`src/rtl/sync_fifo_pkg.sv`:
```
// Shared defaults and op classification for the sync_fifo slice.
// Optional almost_full/almost_empty support is enabled by defining FIFO_ALMOST_EN.
package sync_fifo_pkg;

  localparam int DEFAULT_ADDR_WIDTH = 3;
  localparam int DEFAULT_DATA_WIDTH = 8;
  localparam int DEFAULT_AF_LEVEL   = 6;
  localparam int DEFAULT_AE_LEVEL   = 1;

  typedef enum logic [1:0] {
    OP_IDLE = 2'b00,
    OP_PUSH = 2'b01,
    OP_POP  = 2'b10,
    OP_BOTH = 2'b11
  } op_e;

  function automatic op_e classify_op(input logic wr_ok, input logic rd_ok);
    op_e op;
    case ({rd_ok, wr_ok})
      2'b01:   op = OP_PUSH;
      2'b10:   op = OP_POP;
      2'b11:   op = OP_BOTH;
      default: op = OP_IDLE;
    endcase
    return op;
  endfunction

endpackage

```
`src/rtl/ram_2ports.sv`:
```
// Simple dual-port RAM: synchronous write port, combinational read port.
// Contents are never reset.
module ram_2ports #(
  parameter int ADDR_WIDTH = 3,
  parameter int DATA_WIDTH = 8
) (
  input  logic                  clk,
  input  logic                  we,
  input  logic [ADDR_WIDTH-1:0] w_addr,
  input  logic [DATA_WIDTH-1:0] w_data,
  input  logic [ADDR_WIDTH-1:0] r_addr,
  output logic [DATA_WIDTH-1:0] r_data
);

  logic [DATA_WIDTH-1:0] mem [2**ADDR_WIDTH];

  always_ff @(posedge clk) begin
    if (we) mem[w_addr] <= w_data;
  end

  assign r_data = mem[r_addr];

endmodule

```
`src/rtl/sync_fifo_ctrl.sv`:
```
// fifo_ctrl: wrap-bit pointers, full/empty, sticky overflow/underflow and,
// when FIFO_ALMOST_EN is defined, an occupancy count with almost flags.
module fifo_ctrl
  import sync_fifo_pkg::*;
#(
  parameter int ADDR_WIDTH = DEFAULT_ADDR_WIDTH
`ifdef FIFO_ALMOST_EN
  ,
  parameter int AF_LEVEL   = DEFAULT_AF_LEVEL,
  parameter int AE_LEVEL   = DEFAULT_AE_LEVEL
`endif
) (
  input  logic                  clk,
  input  logic                  rst_n,
  input  logic                  wr,
  input  logic                  rd,
  output logic                  we,
  output logic [ADDR_WIDTH-1:0] w_addr,
  output logic [ADDR_WIDTH-1:0] r_addr,
  output logic                  full,
  output logic                  empty,
  output logic                  overflow,
  output logic                  underflow
`ifdef FIFO_ALMOST_EN
  ,
  output logic                  almost_full,
  output logic                  almost_empty
`endif
);

  localparam logic [ADDR_WIDTH:0] PTR_ONE = {{ADDR_WIDTH{1'b0}}, 1'b1};

  logic [ADDR_WIDTH:0] wptr;
  logic [ADDR_WIDTH:0] rptr;
  logic                wr_ok;
  logic                rd_ok;
  op_e                 op;

  // Extra MSB distinguishes a full ring from an empty one at equal addresses.
  always_comb begin
    empty = (wptr == rptr);
    full  = (wptr[ADDR_WIDTH-1:0] == rptr[ADDR_WIDTH-1:0]) &&
            (wptr[ADDR_WIDTH] != rptr[ADDR_WIDTH]);
  end

  assign wr_ok  = wr & ~full;
  assign rd_ok  = rd & ~empty;
  assign op     = classify_op(wr_ok, rd_ok);
  assign we     = wr_ok;
  assign w_addr = wptr[ADDR_WIDTH-1:0];
  assign r_addr = rptr[ADDR_WIDTH-1:0];

  always_ff @(posedge clk or negedge rst_n) begin
    if (!rst_n) begin
      wptr <= '0;
      rptr <= '0;
    end else begin
      if (op == OP_PUSH || op == OP_BOTH) wptr <= wptr + PTR_ONE;
      if (op == OP_POP  || op == OP_BOTH) rptr <= rptr + PTR_ONE;
    end
  end

  // Sticky error flags record any rejected request until the next reset.
  always_ff @(posedge clk or negedge rst_n) begin
    if (!rst_n) begin
      overflow  <= 1'b0;
      underflow <= 1'b0;
    end else begin
      if (wr && full)  overflow  <= 1'b1;
      if (rd && empty) underflow <= 1'b1;
    end
  end

`ifdef FIFO_ALMOST_EN
  localparam logic [ADDR_WIDTH:0] AF_THR = (ADDR_WIDTH+1)'(AF_LEVEL);
  localparam logic [ADDR_WIDTH:0] AE_THR = (ADDR_WIDTH+1)'(AE_LEVEL);

  logic [ADDR_WIDTH:0] count;

  always_ff @(posedge clk or negedge rst_n) begin
    if (!rst_n) begin
      count <= '0;
    end else begin
      case (op)
        OP_PUSH: count <= count + PTR_ONE;
        OP_POP:  count <= count - PTR_ONE;
        default: count <= count;
      endcase
    end
  end

  assign almost_full  = (count >= AF_THR);
  assign almost_empty = (count <= AE_THR);
`endif

endmodule

```
`src/rtl/sync_fifo.sv`:
```
// sync_fifo: first-word-fall-through single-clock FIFO built from fifo_ctrl
// and ram_2ports. Define FIFO_ALMOST_EN to add almost_full/almost_empty.
module sync_fifo
  import sync_fifo_pkg::*;
#(
  parameter int ADDR_WIDTH = DEFAULT_ADDR_WIDTH,
  parameter int DATA_WIDTH = DEFAULT_DATA_WIDTH
`ifdef FIFO_ALMOST_EN
  ,
  parameter int AF_LEVEL   = DEFAULT_AF_LEVEL,
  parameter int AE_LEVEL   = DEFAULT_AE_LEVEL
`endif
) (
  input  logic                  clk,
  input  logic                  rst_n,
  input  logic                  wr,
  input  logic [DATA_WIDTH-1:0] w_data,
  input  logic                  rd,
  output logic [DATA_WIDTH-1:0] rd_data,
  output logic                  full,
  output logic                  empty,
  output logic                  overflow,
  output logic                  underflow
`ifdef FIFO_ALMOST_EN
  ,
  output logic                  almost_full,
  output logic                  almost_empty
`endif
);

  logic                  we;
  logic [ADDR_WIDTH-1:0] w_addr;
  logic [ADDR_WIDTH-1:0] r_addr;

  fifo_ctrl #(
    .ADDR_WIDTH (ADDR_WIDTH)
`ifdef FIFO_ALMOST_EN
    ,
    .AF_LEVEL   (AF_LEVEL),
    .AE_LEVEL   (AE_LEVEL)
`endif
  ) u_ctrl (
    .clk          (clk),
    .rst_n        (rst_n),
    .wr           (wr),
    .rd           (rd),
    .we           (we),
    .w_addr       (w_addr),
    .r_addr       (r_addr),
    .full         (full),
    .empty        (empty),
    .overflow     (overflow),
    .underflow    (underflow)
`ifdef FIFO_ALMOST_EN
    ,
    .almost_full  (almost_full),
    .almost_empty (almost_empty)
`endif
  );

  // Read port is combinational so the head entry falls through to rd_data.
  ram_2ports #(
    .ADDR_WIDTH (ADDR_WIDTH),
    .DATA_WIDTH (DATA_WIDTH)
  ) u_ram (
    .clk    (clk),
    .we     (we),
    .w_addr (w_addr),
    .w_data (w_data),
    .r_addr (r_addr),
    .r_data (rd_data)
  );

endmodule
```
`config.mk`:
```
export PLATFORM = sky130hd
export DESIGN_NAME = sync_fifo
export DESIGN_NICKNAME = d
export VERILOG_FILES = /design/src/rtl/sync_fifo_pkg.sv /design/src/rtl/ram_2ports.sv /design/src/rtl/sync_fifo_ctrl.sv /design/src/rtl/sync_fifo.sv
export SDC_FILE = /design/constraint.sdc
export NUM_CORES = 1
export LEC_CHECK = 0
export BUFFER_PORTS_ARGS = -buffer_cell sky130_fd_sc_hd__buf_2
export CORE_MARGIN = 2
export CORE_UTILIZATION = 28
export DETAILED_ROUTE_END_ITERATION = 8
export PLACE_DENSITY = 0.4
export SYNTH_ARGS = -nofsm -noshare
export SYNTH_HDL_FRONTEND = slang
export SYNTH_HIERARCHICAL = 1
export SYNTH_SLANG_ARGS = --single-unit
```
`constraint.sdc`:
```
create_clock -name clk -period 4 [get_ports clk]
set_input_delay 0.8 -clock clk [delete_from_list [all_inputs] [get_ports clk]]
set_output_delay 0.8 -clock clk [all_outputs]
set_load 0.01 [all_outputs]
```
==> impl_metrics.py, run 1 <==
metrics = {
    "logic_synthesis": {
        "async_reset_ff_share_pct": 13.5,
        "synth_common_cells": "64 x edfxtp_1, 15 x mux4_1, 10 x dfrtp_1, 8 x mux2_2, 8 x nor2_1",
        "ys_ff_latch": 74,
        "synth_ff_type": "edfxtp_1",
        "synth_edf_count": 64,
        "yosys-top-cells-area": "edfxtp_1 61%, mux4_1 13%, dfrtp_1 7.9%",
        "yosysWarnings": 6,
        "synth_top_area_share_pct": 61.0,
        "synth_fp_nets": 174,
        "yosysSeqAreaShare_pct": 68.9,
        "synth_top_area_cell": "edfxtp_1",
        "netlist_area_um2": 3150,
        "syn_avg_cell_area_um2": 19.7,
        "yosysUniqueCellTypes": 30,
        "synth_most_common_cell": "edfxtp_1",
        "synth_cells": 160,
    },
    "floorplan": {
        "initial_core_util_pct": 28.8,
        "die_h_um": 110,
        "num_rows": 38,
        "core_um2": 10900,
        "ios": 24,
        "die_w_um": 110,
        "dieArea_um2": 12100,
    },
    "power_and_ir_drop": {
        "max-vdd-ir-drop_mv": 0.193,
        "p_int_w": 0.00198,
        "p_clk_share_pct": 28.5,
        "switching_share_pct": 32.4,
        "pwr-share-comb_pct": 32.7,
        "p_switching_w": 0.000949,
        "p_leak_nw": 1.33,
        "powerDensity_nw_per_um2": 783,
        "seqPwrFrac_pct": 38.9,
        "totalPowerFinal_w": 0.00293,
    },
    "finish": {
        "ff_latch_area_um2": 2170,
        "fill_cells": 1042,
        "antenna_cells": 0,
        "area_growth_pct": 18.6,
        "nNetsFinal": 207,
        "drive_gt1_share_pct": 30.8,
        "multi_input_area_um2": 885,
        "final_cell_area_um2": 3740,
        "final_cells": 338,
    },
    "sta": {
        "drv_slew": 0,
        "rsz0062_at_grt": "false",
        "setup_viol": 0,
        "fin_crit_ns": 3.11,
        "timing.final.crit_share_pct": 77.9,
        "maxSlewHeadroom_pct": 52.0,
        "max_freq_mhz": 321,
        "hold_ws_ns": 0.332,
        "worstMarginPinSlew_ns": 0.720,
        "final_hold_viol_count": 0,
        "fin_tns_setup_ns": 0,
        "fin_skew_ns": 0.00950,
    },
    "global_routing": {
        "grtUsageTotal_pct": 12.1,
        "grt_pass1_wl_mm": 10.1,
        "grt_pass1_vias": 1771,
        "grt_overflow": 0,
        "grt_max_degree": 21,
        "antenna_found_initial": 0,
    },
    "routing": {
        "post_drt_wl_per_cell_um": 19.9,
        "via_per_inst": 4.86,
        "routed_wl_mm": 6.71,
        "dr.first_iter.drc_count": 84,
        "vias": 1644,
        "antenna_left": 0,
        "drc": 0,
        "firstDrtPassIters": 4,
    },
    "critical_path": {
        "worst-endpoint-arrival_ns": 2.31,
        "crit_buf_inv": 2,
        "crit_type": "reg -> out",
        "crit_required_ns": 3.20,
        "worst-path-max-fanout": 14,
        "critPathLaunchType": "flop",
        "endpoint_kind": "output pin",
        "critPathMaxStageDelay_ns": 0.62,
        "cp_slowest_cell": "mux4_1",
        "path_cells": "buf_4, mux4_1, mux2_2, buf_2",
        "cp_top_family": "multiplexers",
    },
    "clock_tree": {
        "clk_latency_ns": 0.33,
        "post_cts_buffers": 0,
        "cts_sinks": 74,
        "ctsHoldBuffers": 0,
        "clock-root-buffer": "clkbuf_16",
        "ctsResizeCount": 0,
        "cts_buffer_depth": 2,
        "clkTransAtPathRegs_ns": 0.06,
        "htree_levels": 3,
        "cts_buffers": 9,
        "tritoncts": "yes",
    },
    "run_status": {
        "status": "finished clean",
    },
    "place": {
        "dp_hpwl_mm": 4.45,
        "placed_cells": 322,
        "place_area_um2": 3430,
        "gp_congestion": 0.740,
        "numPortBuffers": 23,
    },
    "job": {
        "drv_cap": 0,
    },
    "hold_path": {
        "holdCritPathClass": "in -> async",
    },
}
## cell usage in the layout, fill, tap and decap left out, drive strengths merged
cell and n:
xnor2 6, ha 2, nand4 2, clkinv 4, bufinv 2, nand2 6, nor2 8, nand2b 3
inv 2, a311o 2, a41oi 2, dfrtp 10, nor3 3, a31o 2, nand3 1, mux2 10
mux4 16, xor2 6, edfxtp 64, o41ai 2, buf 33, o311ai 2, clkbuf 10
## path summary, 6_finish.rpt
path / from / to / slack, ns / cells after the start
setup reg to reg: u_ctrl/rptr[1] / u_ram/mem[0][1] / 1.42 / 6
setup / recovery: u_ctrl/rptr[0] / rd_data[7] / 0.89 / 4
max in group asynchronous: rst_n / u_ctrl/wptr[1] / 3.45 / 1
hold / removal: rst_n / u_ctrl/underflow / 0.33 / 1
min in group clk: u_ctrl/overflow / u_ctrl/overflow / 0.47 / 1
hold reg to reg: u_ctrl/overflow / u_ctrl/overflow / 0.47 / 1
## power groups by stage
stage / Sequential, W / Combinational [W] / Clock (W)
5_1_grt: 0.00115 / 0.00103 / 0.000894
2_1_floorplan: 0.00109 / 0.000743 / 0
3_3_place_gp: 0.00114 / 0.000939 / 0
6_report: 0.00114 / 0.000956 / 0.000834
4_1_cts: 0.00114 / 0.000966 / 0.000857
3_5_place_dp: 0.00115 / 0.000962 / 0
## through the flow
step / worst slack [ns] / utilization, %
after global routing: 0.801 / 34.2
after global placement: 1.25 / 31.4
after floorplan: 1.56 / -
after CTS: 0.881 / 34.2
final: 0.886 / 34.2
after detailed placement: 1.23 / 31.4
## flip-flops by register name (all words and copies together) (netlist names)
register	count
u_ctrl/wptr	4
u_ctrl/rptr	4
u_ram/mem	64
u_ctrl/overflow	1
u_ctrl/underflow	1
## layout make-up
class	count	share of cell area, %
tap	140	4.68
timing repair buffer	33	5.09
clock inverter	6	2.17
inverter	2	0.201
clock buffer	10	6.12
sequential	74	58.1
multi-input combinational	73	23.7
## logic make-up (layout without fill, tap and decap cells)
group / Yosys count / count (layout) / share of synthesized area (%)
and+or+nand+nor: 23 / 23 / 3.29
AOI/OAI and AO/OA: 10 / 10 / 3.73
buffers and inverters: 13 / 51 / 3.06
DFF: 74 / 74 / 68.9
xor gates and xnor gates: 12 / 12 / 3.33
adders and majority gates: 2 / 2 / 0.794
muxes: 26 / 26 / 16.9
## routing by layer
layer / up-vias / track usage [%] / wire, µm
met2: 60 / 20.1 / 3330
li1: 718 / - / -
met1: 855 / 14.4 / 3020
met4: 0 / 5.80 / 126
met5: - / 0 / 0
met3: 11 / 3.41 / 238
(Power assumes the default switching activity.)
==> inputs of run 2 (changes only) <==
--- a/config.mk
+++ b/config.mk
@@ -9,7 +9,7 @@
 export CORE_MARGIN = 2
 export CORE_UTILIZATION = 28
 export DETAILED_ROUTE_END_ITERATION = 8
-export PLACE_DENSITY = 0.4
+export PLACE_DENSITY = 0.42
 export SYNTH_ARGS = -nofsm -noshare
 export SYNTH_HDL_FRONTEND = slang
 export SYNTH_HIERARCHICAL = 1
==> constraint.sdc (replaced) <==
create_clock -name clk -period 2.7 [get_ports clk]
set_input_delay 0.54 -clock clk [delete_from_list [all_inputs] [get_ports clk]]
set_output_delay 0.54 -clock clk [all_outputs]
set_load 0.01 [all_outputs]
==> run 2 against run 1 <==
Sequential cell count is the same. Critical path depth is the same. Clock power grew 52%. Count of clock-buffer cells in the layout is the same. Register-to-register slack lost 1.1 ns. Non-clock buffer count grew 4. Sequential share of layout area shrank 0.60 points. Clock skew shrank 0.0018 ns. Die area is the same. Routed wire length shrank 5.4%. Sequential power grew 39%. Worst hold slack lost 0.26 ns. Critical endpoint is now rd_data[2].
==> impl_metrics.py, run 2 (same netlist as run 1, synthesis figures left out) <==
metrics = {
    "run_status": {
        "status": "finished clean",
    },
    "finish": {
        "regMostFlops": "u_ram/mem",
        "final_common_cell": "edfxtp_1",
        "final_cell_area_um2": 3780,
        "drive_gt1_share_pct": 33.2,
        "top_regs": "u_ram/mem x64, u_ctrl/rptr x4, u_ctrl/wptr x4",
        "fill_cells": 1043,
        "area_growth_pct": 19.8,
        "ff_latch_area_um2": 2170,
        "antenna_cells": 0,
        "nNetsFinal": 211,
        "layout_common_cells": "64 x edfxtp_1, 23 x buf_2, 15 x mux4_1",
        "multi_input_area_um2": 885,
        "utilization_pct": 34.6,
        "largest_reg_flops": 64,
    },
    "sta": {
        "fin_skew_ns": 0.00769,
        "worstMarginPinSlew_ns": 1.13,
        "fin_crit_ns": 2.52,
        "setup_viol": 0,
        "final_hold_viol_count": 0,
        "hold_ws_ns": 0.0671,
        "rsz0062_at_grt": "false",
        "max_freq_mhz": 397,
        "timing.final.ws_setup_ns": 0.183,
        "maxSlewHeadroom_pct": 24.6,
        "drv_slew": 0,
        "timing.final.crit_share_pct": 93.2,
        "fin_tns_setup_ns": 0,
    },
    "job": {
        "drv_cap": 0,
    },
    "critical_path": {
        "endpoint_kind": "output pin",
        "crit_buf_inv": 2,
        "r2r_setup_slack_ns": 0.36,
        "r2r_start": "u_ctrl/wptr[2]",
        "cp_slowest_cell": "mux4_1",
        "endpoint": "rd_data[2]",
        "critPathMaxStageDelay_ns": 0.59,
        "worstSetupPathDepth": 4,
        "crit_type": "reg -> out",
        "reg2regPathDepth": 5,
        "crit_start": "u_ctrl/rptr[0]",
        "worst_r2r_endpoint": "u_ram/mem[1][6]",
        "worst-endpoint-arrival_ns": 1.98,
        "path_cells": "buf_4, mux4_1, mux2_2, buf_2",
        "cp_top_family": "multiplexers",
        "worst-path-max-fanout": 10,
        "crit_required_ns": 2.16,
        "critPathLaunchType": "flop",
    },
    "global_routing": {
        "grtUsageTotal_pct": 11.9,
        "grt_pass1_wl_mm": 9.94,
        "grt_max_degree": 20,
        "antenna_found_initial": 0,
        "grt_overflow": 0,
        "grt_pass1_vias": 1678,
    },
    "routing": {
        "firstDrtPassIters": 4,
        "via_per_inst": 4.60,
        "routed_wl_mm": 6.35,
        "vias": 1573,
        "drc": 0,
        "dr.first_iter.drc_count": 63,
        "post_drt_wl_per_cell_um": 18.6,
        "antenna_left": 0,
    },
    "floorplan": {
        "initial_core_util_pct": 28.8,
        "die_h_um": 110,
        "core_um2": 10900,
        "num_rows": 38,
        "dieArea_um2": 12100,
        "die_w_um": 110,
        "ios": 24,
    },
    "clock_tree": {
        "clkTransAtPathRegs_ns": 0.06,
        "cts_buffer_depth": 2,
        "clk_latency_ns": 0.33,
        "post_cts_buffers": 0,
        "tritoncts": "yes",
        "ctsHoldBuffers": 0,
        "cts_sinks": 74,
        "ctsResizeCount": 0,
        "htree_levels": 3,
        "clock-root-buffer": "clkbuf_16",
        "cts_buffers": 9,
    },
    "place": {
        "dp_slack_ns": 0.327,
        "dp_hpwl_mm": 4.15,
        "place_area_um2": 3460,
        "gp_congestion": 0.764,
        "numPortBuffers": 23,
    },
    "power_and_ir_drop": {
        "powerDensity_nw_per_um2": 1180,
        "max-vdd-ir-drop_mv": 0.348,
        "p_leak_nw": 1.35,
    },
    "hold_path": {
        "holdCritPathClass": "in -> async",
    },
}
run 2: cell types whose count changed in the layout (fill, tap and decap cells not counted):
| cell | change |
|---|---|
| buf_4 | +4 |
| clkinv_1 | -2 |
| clkinvlp_4 | +1 |
| inv_6 | +1 |
run 2: power by group:
part           total (W)  switching (W)  leakage, nW  internal, W
registers        0.00159       0.000102        0.696      0.00148
clock network    0.00127       0.000460        0.153     0.000812
logic            0.00160       0.000848        0.498     0.000747
run 2: through the flow:
stage,instances,power [W]
after floorplan,160,0.00272
after global placement,325,0.00321
after detailed placement,326,0.00323
after CTS,342,0.00451
after global routing,342,0.00470
final,342,0.00445
run 2: worst min-delay path by stage:
stage	endpoint	slack [ns]	depth (start not counted)
floorplan	u_ctrl/overflow	0.24	0
global placement	u_ctrl/overflow	0.42	1
detailed placement	u_ctrl/overflow	0.42	1
CTS	u_ctrl/wptr[0]	0.06	1
global route	u_ctrl/underflow	0.08	1
finish	u_ctrl/wptr[0]	0.07	1
run 2: final cells by class:
| cell class | instances | area share, % |
|---|---|---|
| multi-input combinational | 73 | 23.4 |
| inverter | 2 | 0.199 |
| clock buffer | 10 | 6.06 |
| timing repair buffer | 37 | 5.83 |
| clock inverter | 6 | 2.38 |
| tap | 140 | 4.64 |
| sequential | 74 | 57.5 |
run 2: layer usage:
metal	global-route usage [%]	part of all wire [%]	vias to the layer above
li1	-	-	729
met1	13.9	43	810
met2	20.5	52	25
met3	3.29	3.2	9
met4	5.09	1.9	0
met5	0	0	-
==> inputs of run 3 (changes only) <==
--- a/config.mk
+++ b/config.mk
@@ -5,11 +5,13 @@
 export SDC_FILE = /design/constraint.sdc
 export NUM_CORES = 1
 export LEC_CHECK = 0
+export ABC_CLOCK_PERIOD_IN_PS = 2700
 export BUFFER_PORTS_ARGS = -buffer_cell sky130_fd_sc_hd__buf_2
 export CORE_MARGIN = 2
 export CORE_UTILIZATION = 28
 export DETAILED_ROUTE_END_ITERATION = 8
 export PLACE_DENSITY = 0.42
+export RECOVER_POWER = 25
 export SYNTH_ARGS = -nofsm -noshare
 export SYNTH_HDL_FRONTEND = slang
 export SYNTH_HIERARCHICAL = 1
==> constraint.sdc (replaced) <==
create_clock -name clk -period 2.7 [get_ports clk]
set_input_delay 0.54 -clock clk [delete_from_list [all_inputs] [get_ports clk]]
set_output_delay 0.54 -clock clk [all_outputs]
set_load 0.05 [all_outputs]
==> run 3 against run 2 <==
Clock power is 3% lower. Worst hold slack better by 0.13 ns. Routed wire length fell by 1.6%. Critical path type unchanged. Sequential power about the same. Total power is 8.5% higher. Non-clock buffer count shrank 1. Largest cell class unchanged. Count of clock-buffer cells in the layout unchanged. Critical path depth unchanged. Sequential share of layout area is 0.17 points higher.
==> impl_metrics.py, run 3 (same netlist as run 1, synthesis figures left out) <==
metrics = {
    "global_routing": {
        "antenna_found_initial": 0,
        "grtUsageTotal_pct": 11.7,
        "grt_overflow": 0,
        "grt_max_degree": 20,
        "grt_pass1_wl_mm": 9.87,
        "grt_pass1_vias": 1662,
    },
    "finish": {
        "regMostFlops": "u_ram/mem",
        "area_growth_pct": 19.5,
        "multi_input_area_um2": 897,
        "top_regs": "u_ram/mem x64, u_ctrl/rptr x4, u_ctrl/wptr x4",
        "fill_cells": 1037,
        "final_cells": 341,
        "layout_common_cells": "64 x edfxtp_1, 17 x buf_2, 15 x mux4_1",
        "nNetsFinal": 210,
        "ff_latch_area_um2": 2170,
        "antenna_cells": 0,
        "final_common_cell": "edfxtp_1",
        "largest_reg_flops": 64,
        "final_cell_area_um2": 3770,
        "drive_gt1_share_pct": 29.9,
    },
    "sta": {
        "timing.final.ws_setup_ns": 0.119,
        "fin_tns_setup_ns": 0,
        "fin_crit_ns": 2.58,
        "max_freq_mhz": 387,
        "drv_slew": 0,
        "maxSlewHeadroom_pct": 30.4,
        "worstMarginPinSlew_ns": 1.04,
        "rsz0062_at_grt": "false",
        "setup_viol": 0,
        "final_hold_viol_count": 0,
        "timing.final.crit_share_pct": 95.6,
        "fin_skew_ns": 0.00510,
    },
    "critical_path": {
        "r2r_start": "u_ctrl/rptr[3]",
        "crit_type": "reg -> out",
        "worst-path-max-fanout": 10,
        "reg2regPathDepth": 5,
        "endpoint_kind": "output pin",
        "worst_r2r_endpoint": "u_ram/mem[1][7]",
        "critPathMaxStageDelay_ns": 0.58,
        "crit_required_ns": 2.16,
        "path_cells": "buf_4, mux4_1, mux2_2, buf_2",
        "cp_slowest_cell": "mux4_1",
        "r2r_setup_slack_ns": 0.41,
        "critPathLaunchType": "flop",
        "worst-endpoint-arrival_ns": 2.04,
    },
    "clock_tree": {
        "cts_buffers": 9,
        "cts_buffer_depth": 2,
        "cts_sinks": 74,
        "htree_levels": 3,
        "clk_latency_ns": 0.32,
        "tritoncts": "yes",
        "clkTransAtPathRegs_ns": 0.06,
        "post_cts_buffers": 0,
        "clock-root-buffer": "clkbuf_16",
    },
    "floorplan": {
        "num_rows": 38,
        "core_um2": 10900,
        "die_w_um": 110,
        "dieArea_um2": 12100,
        "initial_core_util_pct": 28.8,
        "ios": 24,
        "die_h_um": 110,
    },
    "routing": {
        "dr.first_iter.drc_count": 126,
        "vias": 1565,
        "routed_wl_mm": 6.25,
        "drc": 0,
        "antenna_left": 0,
        "post_drt_wl_per_cell_um": 18.3,
        "firstDrtPassIters": 4,
        "via_per_inst": 4.59,
    },
    "power_and_ir_drop": {
        "powerDensity_nw_per_um2": 1280,
        "p_switching_w": 0.00180,
        "p_leak_nw": 1.33,
        "p_int_w": 0.00304,
        "totalPowerFinal_w": 0.00483,
        "seqPwrFrac_pct": 32.9,
        "switching_share_pct": 37.2,
        "pwr-share-comb_pct": 41.7,
        "max-vdd-ir-drop_mv": 0.399,
        "p_clk_share_pct": 25.4,
    },
    "place": {
        "numPortBuffers": 23,
        "gp_congestion": 0.768,
        "place_area_um2": 3450,
        "dp_hpwl_mm": 4.08,
        "dp_slack_ns": 0.0746,
        "placed_cells": 325,
    },
    "job": {
        "drv_cap": 0,
    },
    "hold_path": {
        "holdCritPathClass": "in -> async",
    },
    "run_status": {
        "status": "finished clean",
    },
}
-- run 3: cell count changes in the layout (fill, tap and decap cells not counted), sizes merged --
cell / delta
inv: -1
clkinv: +2
clkinvlp: -1
buf: -7
clkbuf: +6
-- run 3: metrics by stage --
step	hold WS [ns]	utilization, %
after global placement	0.420	31.6
after detailed placement	0.424	31.6
final	0.199	34.5
after global routing	0.234	34.5
after CTS	0.0741	34.4
after floorplan	0.244	-
-- run 3: power groups by stage --
stage | logic (W) | clock network (W) | registers [W]
4_1_cts | 0.00203 | 0.00126 | 0.00159
6_report | 0.00202 | 0.00123 | 0.00159
3_5_place_dp | 0.00202 | 0 | 0.00161
5_1_grt | 0.00217 | 0.00132 | 0.00161
2_1_floorplan | 0.00148 | 0 | 0.00166
3_3_place_gp | 0.00202 | 0 | 0.00161
-- run 3: metal layers --
metal | GRT usage (%) | share of wire (%) | routed length [µm]
met5 | 0 | 0 | 0
met4 | 4.02 | 1.3 | 79
met2 | 19.4 | 50 | 3130
met3 | 3.35 | 3.1 | 193
met1 | 14.6 | 45 | 2840
-- run 3: final cells by class --
class | instances | area share [%]
timing repair buffer | 36 | 5.45
tap | 140 | 4.65
clock inverter | 6 | 2.16
multi-input combinational | 73 | 23.8
sequential | 74 | 57.7
clock buffer | 10 | 6.08
inverter | 2 | 0.199
-- run 3: timing repair --
| action | in CTS | in global routing |
|---|---|---|
| hold buffers | 0 | 0 |
| resized for setup | 0 | 1 |
| setup endpoints to repair | 0 | 1 |
-- run 3: worst max-delay path by stage --
stage	slack, ns	start	endpoint	cells past startpoint
floorplan	0.42	u_ctrl/rptr[0]	rd_data[1]	5
global placement	0.20	u_ctrl/wptr[2]	u_ram/mem[0][3]	5
detailed placement	0.07	u_ctrl/wptr[2]	u_ram/mem[0][7]	5
CTS	0.08	u_ctrl/wptr[2]	u_ram/mem[0][5]	5
global route	0.02	u_ctrl/rptr[2]	empty	5
finish	0.12	u_ctrl/rptr[0]	rd_data[2]	4
-- run 3: worst max-delay path, delay by kind of cell, from the launching register on --
family,cells,cell delay [ns]
multiplexers,2,0.88
buffers and inverters,2,0.46
flip-flops,1,0.39
